===== config.mk =====
export PLATFORM = sky130hd
export DESIGN_NAME = five_state_sym_tx_flat
export DESIGN_NICKNAME = d
export VERILOG_FILES = /design/src/rtl/five_state_pkg.sv /design/src/rtl/five_state_sym_tx_if.sv /design/src/rtl/five_state_shadow.sv /design/src/rtl/five_state_sym_tx.sv /design/src/flat_wrapper.sv
export SDC_FILE = /design/constraint.sdc
export NUM_CORES = 1
export LEC_CHECK = 0
export ABC_AREA = 1
export CAP_MARGIN = 40
export CORE_UTILIZATION = 52
export CTS_BUF_LIST = sky130_fd_sc_hd__clkbuf_16
export DETAILED_ROUTE_END_ITERATION = 12
export PLACE_DENSITY = 0.84
export SETUP_SLACK_MARGIN = 0.15
export SLEW_MARGIN = 20
export SYNTH_ARGS = -nofsm -noshare
export SYNTH_HDL_FRONTEND = slang
export SYNTH_SLANG_ARGS = --single-unit

===== constraint.sdc =====
create_clock -name clk -period 2.49 [get_ports clk]
set_input_delay 0.249 -clock clk [delete_from_list [all_inputs] [get_ports clk]]
set_output_delay 0.249 -clock clk [all_outputs]
set_load 0.01 [all_outputs]

===== src/rtl/five_state_pkg.sv =====
// five_state_pkg: definitions shared by the 2-bit-symbol five-state receiver
// and its transmitter.
//   rx_state_e   - receiver state encodings S0..S4 (3-bit)
//   ctrl_state_e - transmitter control states IDLE/SEND/GAP
//   IDLE_SYM_DEFAULT - symbol driven on the line when no word is being sent
//   rx_next/rx_out   - receiver next-state and Mealy-output tables
package five_state_pkg;

  typedef enum logic [2:0] {
    S0 = 3'd0,
    S1 = 3'd1,
    S2 = 3'd2,
    S3 = 3'd3,
    S4 = 3'd4
  } rx_state_e;

  typedef enum logic [1:0] {
    ST_IDLE = 2'd0,
    ST_SEND = 2'd1,
    ST_GAP  = 2'd2
  } ctrl_state_e;

  localparam logic [1:0] IDLE_SYM_DEFAULT = 2'b00;

  // Takes a raw 3-bit state so the unused encodings 5..7 can be handled.
  function automatic logic [2:0] rx_next(input logic [2:0] st, input logic [1:0] sym);
    logic [2:0] nxt;
    nxt = S0;
    case (st)
      S0: begin
        case (sym)
          2'b00:   nxt = S0;
          2'b01:   nxt = S4;
          2'b10:   nxt = S1;
          default: nxt = S2;
        endcase
      end
      S1: begin
        if (sym == 2'b00)      nxt = S0;
        else if (sym == 2'b10) nxt = S2;
        else                   nxt = S1;
      end
      S2:      nxt = sym[1] ? S3 : S1;
      S3:      nxt = sym[0] ? S4 : S3;
      S4:      nxt = (sym == 2'b11) ? S4 : S0;
      default: nxt = S0;
    endcase
    return nxt;
  endfunction

  function automatic logic rx_out(input logic [2:0] st, input logic [1:0] sym);
    logic o;
    o = 1'b0;
    case (st)
      S0:      o = (sym != 2'b00);
      S1:      o = 1'b0;
      S2:      o = sym[1];
      S3:      o = 1'b1;
      S4:      o = sym[1];
      default: o = 1'b0;
    endcase
    return o;
  endfunction

endpackage


===== src/rtl/five_state_sym_tx_if.sv =====
// five_state_sym_tx_if: word-in handshake plus serial symbol and shadow
// receiver outputs of five_state_sym_tx.
//   master - word source / observer (drives word_in, word_valid)
//   slave  - the transmitter (drives everything else)
interface five_state_sym_tx_if #(
  parameter int unsigned NSYM = 4
);
  logic [2*NSYM-1:0] word_in;
  logic              word_valid;
  logic              word_ready;
  logic [1:0]        sym_out;
  logic              sym_valid;
  logic              busy;
  logic              done;
  logic [2:0]        exp_state;
  logic              exp_out;

  modport master (
    output word_in, word_valid,
    input  word_ready, sym_out, sym_valid, busy, done, exp_state, exp_out
  );

  modport slave (
    input  word_in, word_valid,
    output word_ready, sym_out, sym_valid, busy, done, exp_state, exp_out
  );
endinterface


===== src/rtl/five_state_shadow.sv =====
// five_state_shadow: copy of the five-state receiver FSM.
//   clk, rst - clock, asynchronous active-high reset
//   sym      - symbol on the line this cycle
//   state    - receiver state (S0..S4)
//   out      - receiver Mealy output for (state, sym)
module five_state_shadow
  import five_state_pkg::*;
(
  input  logic       clk,
  input  logic       rst,
  input  logic [1:0] sym,
  output logic [2:0] state,
  output logic       out
);

  logic [2:0] state_q;

  always_ff @(posedge clk or posedge rst) begin
    if (rst) state_q <= S0;
    else     state_q <= rx_next(state_q, sym);
  end

  assign state = state_q;
  assign out   = rx_out(state_q, sym);

endmodule


===== src/rtl/five_state_sym_tx.sv =====
// five_state_sym_tx: accepts an NSYM-symbol word over a valid/ready handshake
// and serializes it LSB symbol first, one 2-bit symbol per clock, followed by
// GAP idle symbols. A shadow receiver predicts the far end's state/output.
//   clk, rst - clock, asynchronous active-high reset
//   bus      - five_state_sym_tx_if.slave (word_in/word_valid/word_ready,
//              sym_out/sym_valid, busy, done, exp_state/exp_out)
module five_state_sym_tx
  import five_state_pkg::*;
#(
  parameter int unsigned NSYM     = 4,
  parameter int unsigned GAP      = 1,
  parameter logic [1:0]  IDLE_SYM = IDLE_SYM_DEFAULT
) (
  input  logic                  clk,
  input  logic                  rst,
  five_state_sym_tx_if.slave    bus
);

  localparam int unsigned CW = (NSYM > 1) ? $clog2(NSYM) : 1;
  localparam int unsigned GW = (GAP > 0) ? $clog2(GAP + 1) : 1;
  localparam logic [CW-1:0] LAST   = CW'(NSYM - 1);
  localparam logic [CW-1:0] PENULT = CW'(NSYM - 2);
  localparam logic [GW-1:0] GLAST  = GW'(GAP - 1);

  ctrl_state_e        state_q;
  logic [2*NSYM-1:0]  sh_q;
  logic [1:0]         sym_q;
  logic               valid_q;
  logic               done_q;
  logic [CW-1:0]      cnt_q;
  logic [GW-1:0]      gcnt_q;
  logic [2:0]         exp_state_w;
  logic               exp_out_w;

  // The handshake cycle already loads symbol 0 onto the output register, so
  // cnt_q tracks the index of the symbol currently on sym_out; done is set
  // while loading the last one so it lines up with that symbol.
  always_ff @(posedge clk or posedge rst) begin
    if (rst) begin
      state_q <= ST_IDLE;
      sh_q    <= '0;
      sym_q   <= IDLE_SYM;
      valid_q <= 1'b0;
      done_q  <= 1'b0;
      cnt_q   <= '0;
      gcnt_q  <= '0;
    end else begin
      done_q <= 1'b0;
      case (state_q)
        ST_IDLE: begin
          if (bus.word_valid) begin
            sym_q   <= bus.word_in[1:0];
            sh_q    <= bus.word_in >> 2;
            valid_q <= 1'b1;
            cnt_q   <= '0;
            state_q <= ST_SEND;
          end
        end
        ST_SEND: begin
          if (cnt_q == LAST) begin
            sym_q   <= IDLE_SYM;
            valid_q <= 1'b0;
            cnt_q   <= '0;
            gcnt_q  <= '0;
            state_q <= (GAP > 0) ? ST_GAP : ST_IDLE;
          end else begin
            sym_q  <= sh_q[1:0];
            sh_q   <= sh_q >> 2;
            cnt_q  <= cnt_q + 1'b1;
            done_q <= (cnt_q == PENULT);
          end
        end
        ST_GAP: begin
          if (gcnt_q == GLAST) begin
            gcnt_q  <= '0;
            state_q <= ST_IDLE;
          end else begin
            gcnt_q <= gcnt_q + 1'b1;
          end
        end
        default: begin
          sym_q   <= IDLE_SYM;
          valid_q <= 1'b0;
          state_q <= ST_IDLE;
        end
      endcase
    end
  end

  five_state_shadow u_shadow (
    .clk   (clk),
    .rst   (rst),
    .sym   (sym_q),
    .state (exp_state_w),
    .out   (exp_out_w)
  );

  assign bus.word_ready = (state_q == ST_IDLE) && !rst;
  assign bus.sym_out    = sym_q;
  assign bus.sym_valid  = valid_q;
  assign bus.busy       = (state_q != ST_IDLE);
  assign bus.done       = done_q;
  assign bus.exp_state  = exp_state_w;
  assign bus.exp_out    = exp_out_w;

endmodule


===== src/flat_wrapper.sv =====
// flat-port wrapper written by rule: the top's interface ports become plain ports
module five_state_sym_tx_flat import five_state_pkg::*;
#(
  parameter int unsigned NSYM     = 4,
  parameter int unsigned GAP      = 1,
  parameter logic [1:0]  IDLE_SYM = IDLE_SYM_DEFAULT
)
  (clk, rst, bus_word_in, bus_word_valid, bus_word_ready, bus_sym_out, bus_sym_valid, bus_busy, bus_done, bus_exp_state, bus_exp_out);
  five_state_sym_tx_if #(.NSYM(NSYM)) bus_i ();
  input  logic clk;
  input  logic rst;
  input wire logic [$bits(bus_i.word_in)-1:0] bus_word_in;
  input wire logic [$bits(bus_i.word_valid)-1:0] bus_word_valid;
  output wire logic [$bits(bus_i.word_ready)-1:0] bus_word_ready;
  output wire logic [$bits(bus_i.sym_out)-1:0] bus_sym_out;
  output wire logic [$bits(bus_i.sym_valid)-1:0] bus_sym_valid;
  output wire logic [$bits(bus_i.busy)-1:0] bus_busy;
  output wire logic [$bits(bus_i.done)-1:0] bus_done;
  output wire logic [$bits(bus_i.exp_state)-1:0] bus_exp_state;
  output wire logic [$bits(bus_i.exp_out)-1:0] bus_exp_out;
  assign bus_i.word_in = bus_word_in;
  assign bus_i.word_valid = bus_word_valid;
  assign bus_word_ready = bus_i.word_ready;
  assign bus_sym_out = bus_i.sym_out;
  assign bus_sym_valid = bus_i.sym_valid;
  assign bus_busy = bus_i.busy;
  assign bus_done = bus_i.done;
  assign bus_exp_state = bus_i.exp_state;
  assign bus_exp_out = bus_i.exp_out;
  five_state_sym_tx #(.NSYM(NSYM), .GAP(GAP), .IDLE_SYM(IDLE_SYM)) u_core (.clk(clk), .rst(rst), .bus(bus_i));
endmodule

### Word-level counts from Yosys, hierarchy flattened

Index checks and enable logic that the tools add are counted.
W data, S select, Z words.

| storage, ports and cells | value |
|---|---|
| bits in registers | 20 |
| input bits | 11 |
| output and inout bits | 10 |
| logic and storage cells | 70 |

| cells by class | value |
|---|---|
| $add $sub $neg | 2 |
| equality and inequality tests | 15 |
| multiplexer cells | 28 |
| bitwise operators | 1 |
| reduce and logical (&&, ||, !) cells | 16 |

Operators with widths:

| operator | number |
|---|---|
| $mux W2 | 10 |
| $mux W8 | 2 |
| $pmux W8 S2 | 1 |
| $pmux W3 S5 | 1 |
| $pmux W2 S3 | 2 |
| $eq A2 B2 Y1 const B | 5 |
| $pmux W3 S3 | 1 |
| $reduce_and A3 Y1 | 3 |
| $reduce_bool A2 Y1 | 4 |
| $eq A3 B2 Y1 const B | 2 |
| $mux W3 | 2 |
| $ne A2 B2 Y1 const B | 3 |
| $pmux W1 S3 | 2 |
| $reduce_and A2 Y1 | 3 |
| $mux W1 | 5 |
| $eq A2 B1 Y1 const B | 2 |
| $logic_not A2 Y1 | 2 |
| $pmux W2 S2 | 1 |
| $eq A3 B1 Y1 const B | 1 |
| $eq A3 B3 Y1 const B | 1 |
| $logic_not A3 Y1 | 1 |
| $add A2 B1 Y2 const B | 1 |
| $ne A2 B1 Y1 const B | 1 |
| $pmux W1 S2 | 1 |
| other kinds (5) | 5 |

### Longest topological paths before layout

| logic depth | value |
|---|---|
| depth after elaboration | 4 |
| mapped depth | 6 |

### By module

A second synthesis with hierarchy kept.

| unflattened totals | value |
|---|---|
| cells, all modules | 135 |
| area total of the unflattened synthesis | 978.4 sq um |

By module, submodules not included:

| module | times used | cells an instance | area an instance (sq um) |
|---|---|---|---|
| five_state_sym_tx | 1 | 95 | 737.0 |
| five_state_shadow | 1 | 40 | 241.5 |

### Worst setup path after synthesis

Ideal clock, no wire load.

| path | value |
|---|---|
| path kind | flip-flop to output port |
| start | register u_core.u_shadow.state_q[0] (netlist: u_core.u_shadow.state[0]) |
| end | output bus_exp_out |
| data arrival time | 1.026 ns |
| slack | 1.215 ns |
| cell stages (with the launch flop) | 6 |
| path buffers | 0 |
| path through | dfrtp_1 > nor2_1 > nor2_1 > nor2_1 > nand2_1 > nand2_1 |

| between the ends | value |
|---|---|
| longest elaborated chain between the ends | 3 |

Ends and longest elaborated chain:

| what | line | RTL |
|---|---|---|
| start: declaration | five_state_shadow.sv:16 | `logic [2:0] state_q;` |
| start signal: assignment | five_state_shadow.sv:20 | `else state_q <= rx_next(state_q, sym);` |
| $eq A3 B3 Y1 or $eq A3 B2 Y1 (tied branches) | five_state_pkg.sv:54 | `case (st)` |
| $reduce_or A2 Y1 (no source line) | -- |  |
| $pmux W1 S3 (*) | five_state_pkg.sv:54 |  |
| end: declaration | flat_wrapper.sv:20 | `output wire logic [$bits(bus_i.exp_out)-1:0] bus_exp_out;` |

Every way passes the cells marked *; elsewhere a longest branch is shown, timed or not.

### Final worst setup path

Same ends and word-level chain as after synthesis.

==> results.txt <==
DRT antenna net count: 0
Hold WC Path Type: input pin to asynchronous set/reset pin
crit end category: primary output
Core ar.: 1580 um2
synth unique cells: 15
pwr dens: 1370 nW/um2
worst reg2reg setup slack: 1.30 ns
Synth Area in XOR/XNOR: 0%
status: finished with violations
complex-gate fraction of the synthesized area: 3.27%
GRT overflow: 0
htree depth: 1
IO Port Bufs: 20
MaxCap Viol Count: 0
Layout area overhead: 32.7%
Syn Area/Cell: 7.17 um2
final worst-path cycle share: 85.9%
sequential cell area: 425 um2
Simple-Gate Fraction of Synth Area: 40.7%
CP required: 2.24 ns
hold violation total from the final report: 0
Post-Syn Area: 918 um2
initial antenna violation count: 0
ant diodes: 0
Pre-antenna DRT Iters: 10
prevailing post-synth register cell: dfrtp_1
die area: 1940 um2
CTS tree: yes
Post-Synth Adder-Cell Area: 2.72%
CTS Buf Count: 3
f_max: 0.468 GHz
height of the die: 44.0 um
Max clock buf depth: 2
R2R depth: 5
Slew Limit Fails: 0
via count: 879
FFs w/ async S/R, synth: 100%
WS Path Type: register to primary output
RR Startpoint: u_core.state_q[0]
Tightest Pin Transition: 0.628 ns
Synth top cells by count: 48 x nand2_1, 17 x dfrtp_1, 17 x nor2_1
Iter 0 DRT Violations: 30
post-synthesis mux area share: 0%
Peak VDD IR: 1000 uV
All-Layer GR Usage: 23.5%
critical path startpoint category: register
reg-to-reg endpoint: u_core.sh_q[5]
CP max FO: 7
Final Skew: 0.00196 ns
Tmin final: 2.14 ns
latest clock arrival within the worst-skew pair: 0.25 ns
number of remaining DRC errors: 1
Post-synth EDFFs: 0
Die Wd: 44.0 um
post-CTS resize count: 0
Post-CTS Setup Bufs: 0
hpwl dp: 1.39 mm
DP Area: 1140 um2
Wirelength per Cell: 11.7 um
Root Driver: clkbuf_16
most frequent cell after synthesis: nand2_1
vias in the first global route: 741
largest net degree at the start of global routing: 18
Seq cells post-synth: 17
ranking of synthesized cells by area: dfrtp_1 46%, nand2_1 20%, nand3_1 7.1%, nor2_1 6.9%, inv_1 6.1%
Synth warnings: 0
first-pass GRT wire length: 3.19 mm
Setup TNS: 0 ns
Num Clock Sinks: 17
final WL: 1.97 mm
failing checks: design-rule violations
post-layout net count: 166
leading area contributor after synthesis: dfrtp_1
Post-Synthesis Cells: 128
final core occ: 77.3%
largest family of logic cells by synthesized area: simple AND/OR/NAND/NOR gates
# IOs: 21
Arr. time, crit path: 1.89 ns
CTS Hold Bufs: 0
post-synth net total: 141
layout cells sized above 1: 6.58%
Initial Util: 58.3%
leakage power: 0.000653 uW
Multi-input gate area: 429 um2
Final setup viols: 0
Clock Pin Slew Worst Setup and Hold Paths: 0.05 ns
slew margin rel.: 58.1%
unrepaired setup endpoints after global routing: no
Layout fillers: 107
Finished Cell Area: 1220 um2
post-synth top area share: 46.3%
routed vias/inst: 5.23
cell row count: 14
RePlAce Congestion: 0.729
Seq/Total Area, Yosys: 46.3%
## per-layer routing
layer  routed length (um)  track usage [%]
met1                  883             30.5
met2                  936             37.9
met3                  122             6.12
met4                   29             9.09
met5                    0                0
## cell type report
class / instances / share of cell area (%)
Clock buffer: 3 / 6.16
Clock inverter: 1 / 0.411
Inverter: 17 / 5.24
Multi-Input combinational cell: 94 / 35.2
Sequential cell: 17 / 34.9
Tap cell: 16 / 1.64
Timing Repair Buffer: 20 / 16.4
## placed cells by master, fill, tap and decap left out
cell	count
inv_1	15
clkbuf_16	3
nand2_2	2
o21ai_1	1
nand2_1	48
nand2_4	2
clkdlybuf4s50_1	20
inv_2	1
nand3_1	13
nand4_1	3
o21ai_0	4
clkinv_1	1
nor2_1	17
clkinv_2	1
a21oi_1	1
ha_1	2
nor2_4	1
dfrtp_1	17
## critical path, stage by stage (launching register included)
cell	delay, ns
dfrtp_1	0.44
nor2_1	0.34
nor2_1	0.08
nor2_1	0.13
nand2_1	0.08
nand2_1	0.06
clkdlybuf4s50_1	0.52
## state kept, by name, indices dropped and copies added (netlist names)
| name | cells |
|---|---|
| u_core.bus.sym_valid | 1 |
| u_core.cnt_q | 2 |
| u_core.bus.done | 1 |
| u_core.u_shadow.state | 3 |
| u_core.state_q | 2 |
| u_core.bus.sym_out | 2 |
| u_core.sh_q | 6 |
## cell families after synthesis
family	count (synthesis)
and+or+nand+nor	86
buffers and inverters	17
DFF	17
AOI/OAI and AO/OA	6
adders and majority gates	2
## power breakdown
group / total, uW / switching [uW] / internal, uW
clock: 328 / 113 / 215
combinational: 831 / 486 / 345
sequential: 512 / 110 / 403
## stage by stage
step	total power (uW)	std cells	hold WS, ns	setup WS (ns)
after floorplan	1030	128	0.175	1.21
after global placement	1300	164	0.467	0.738
after detailed placement	1330	164	0.475	0.659
after CTS	1670	168	0.430	0.368
after global routing	1800	168	0.512	0.239
final	1670	168	0.410	0.351
## how the worst max path moves through the flow
stage / cells after the start / start / end / slack [ns]
global placement: 6 / u_core.u_shadow.state[0] / bus_exp_out / 0.74
floorplan: 5 / u_core.u_shadow.state[0] / bus_exp_out / 1.21
CTS: 6 / u_core.u_shadow.state[0] / bus_exp_out / 0.37
global route: 6 / u_core.u_shadow.state[0] / bus_exp_out / 0.24
detailed placement: 6 / u_core.u_shadow.state[0] / bus_exp_out / 0.66
finish: 6 / u_core.u_shadow.state[0] / bus_exp_out / 0.35
(Power assumes the default switching activity.)
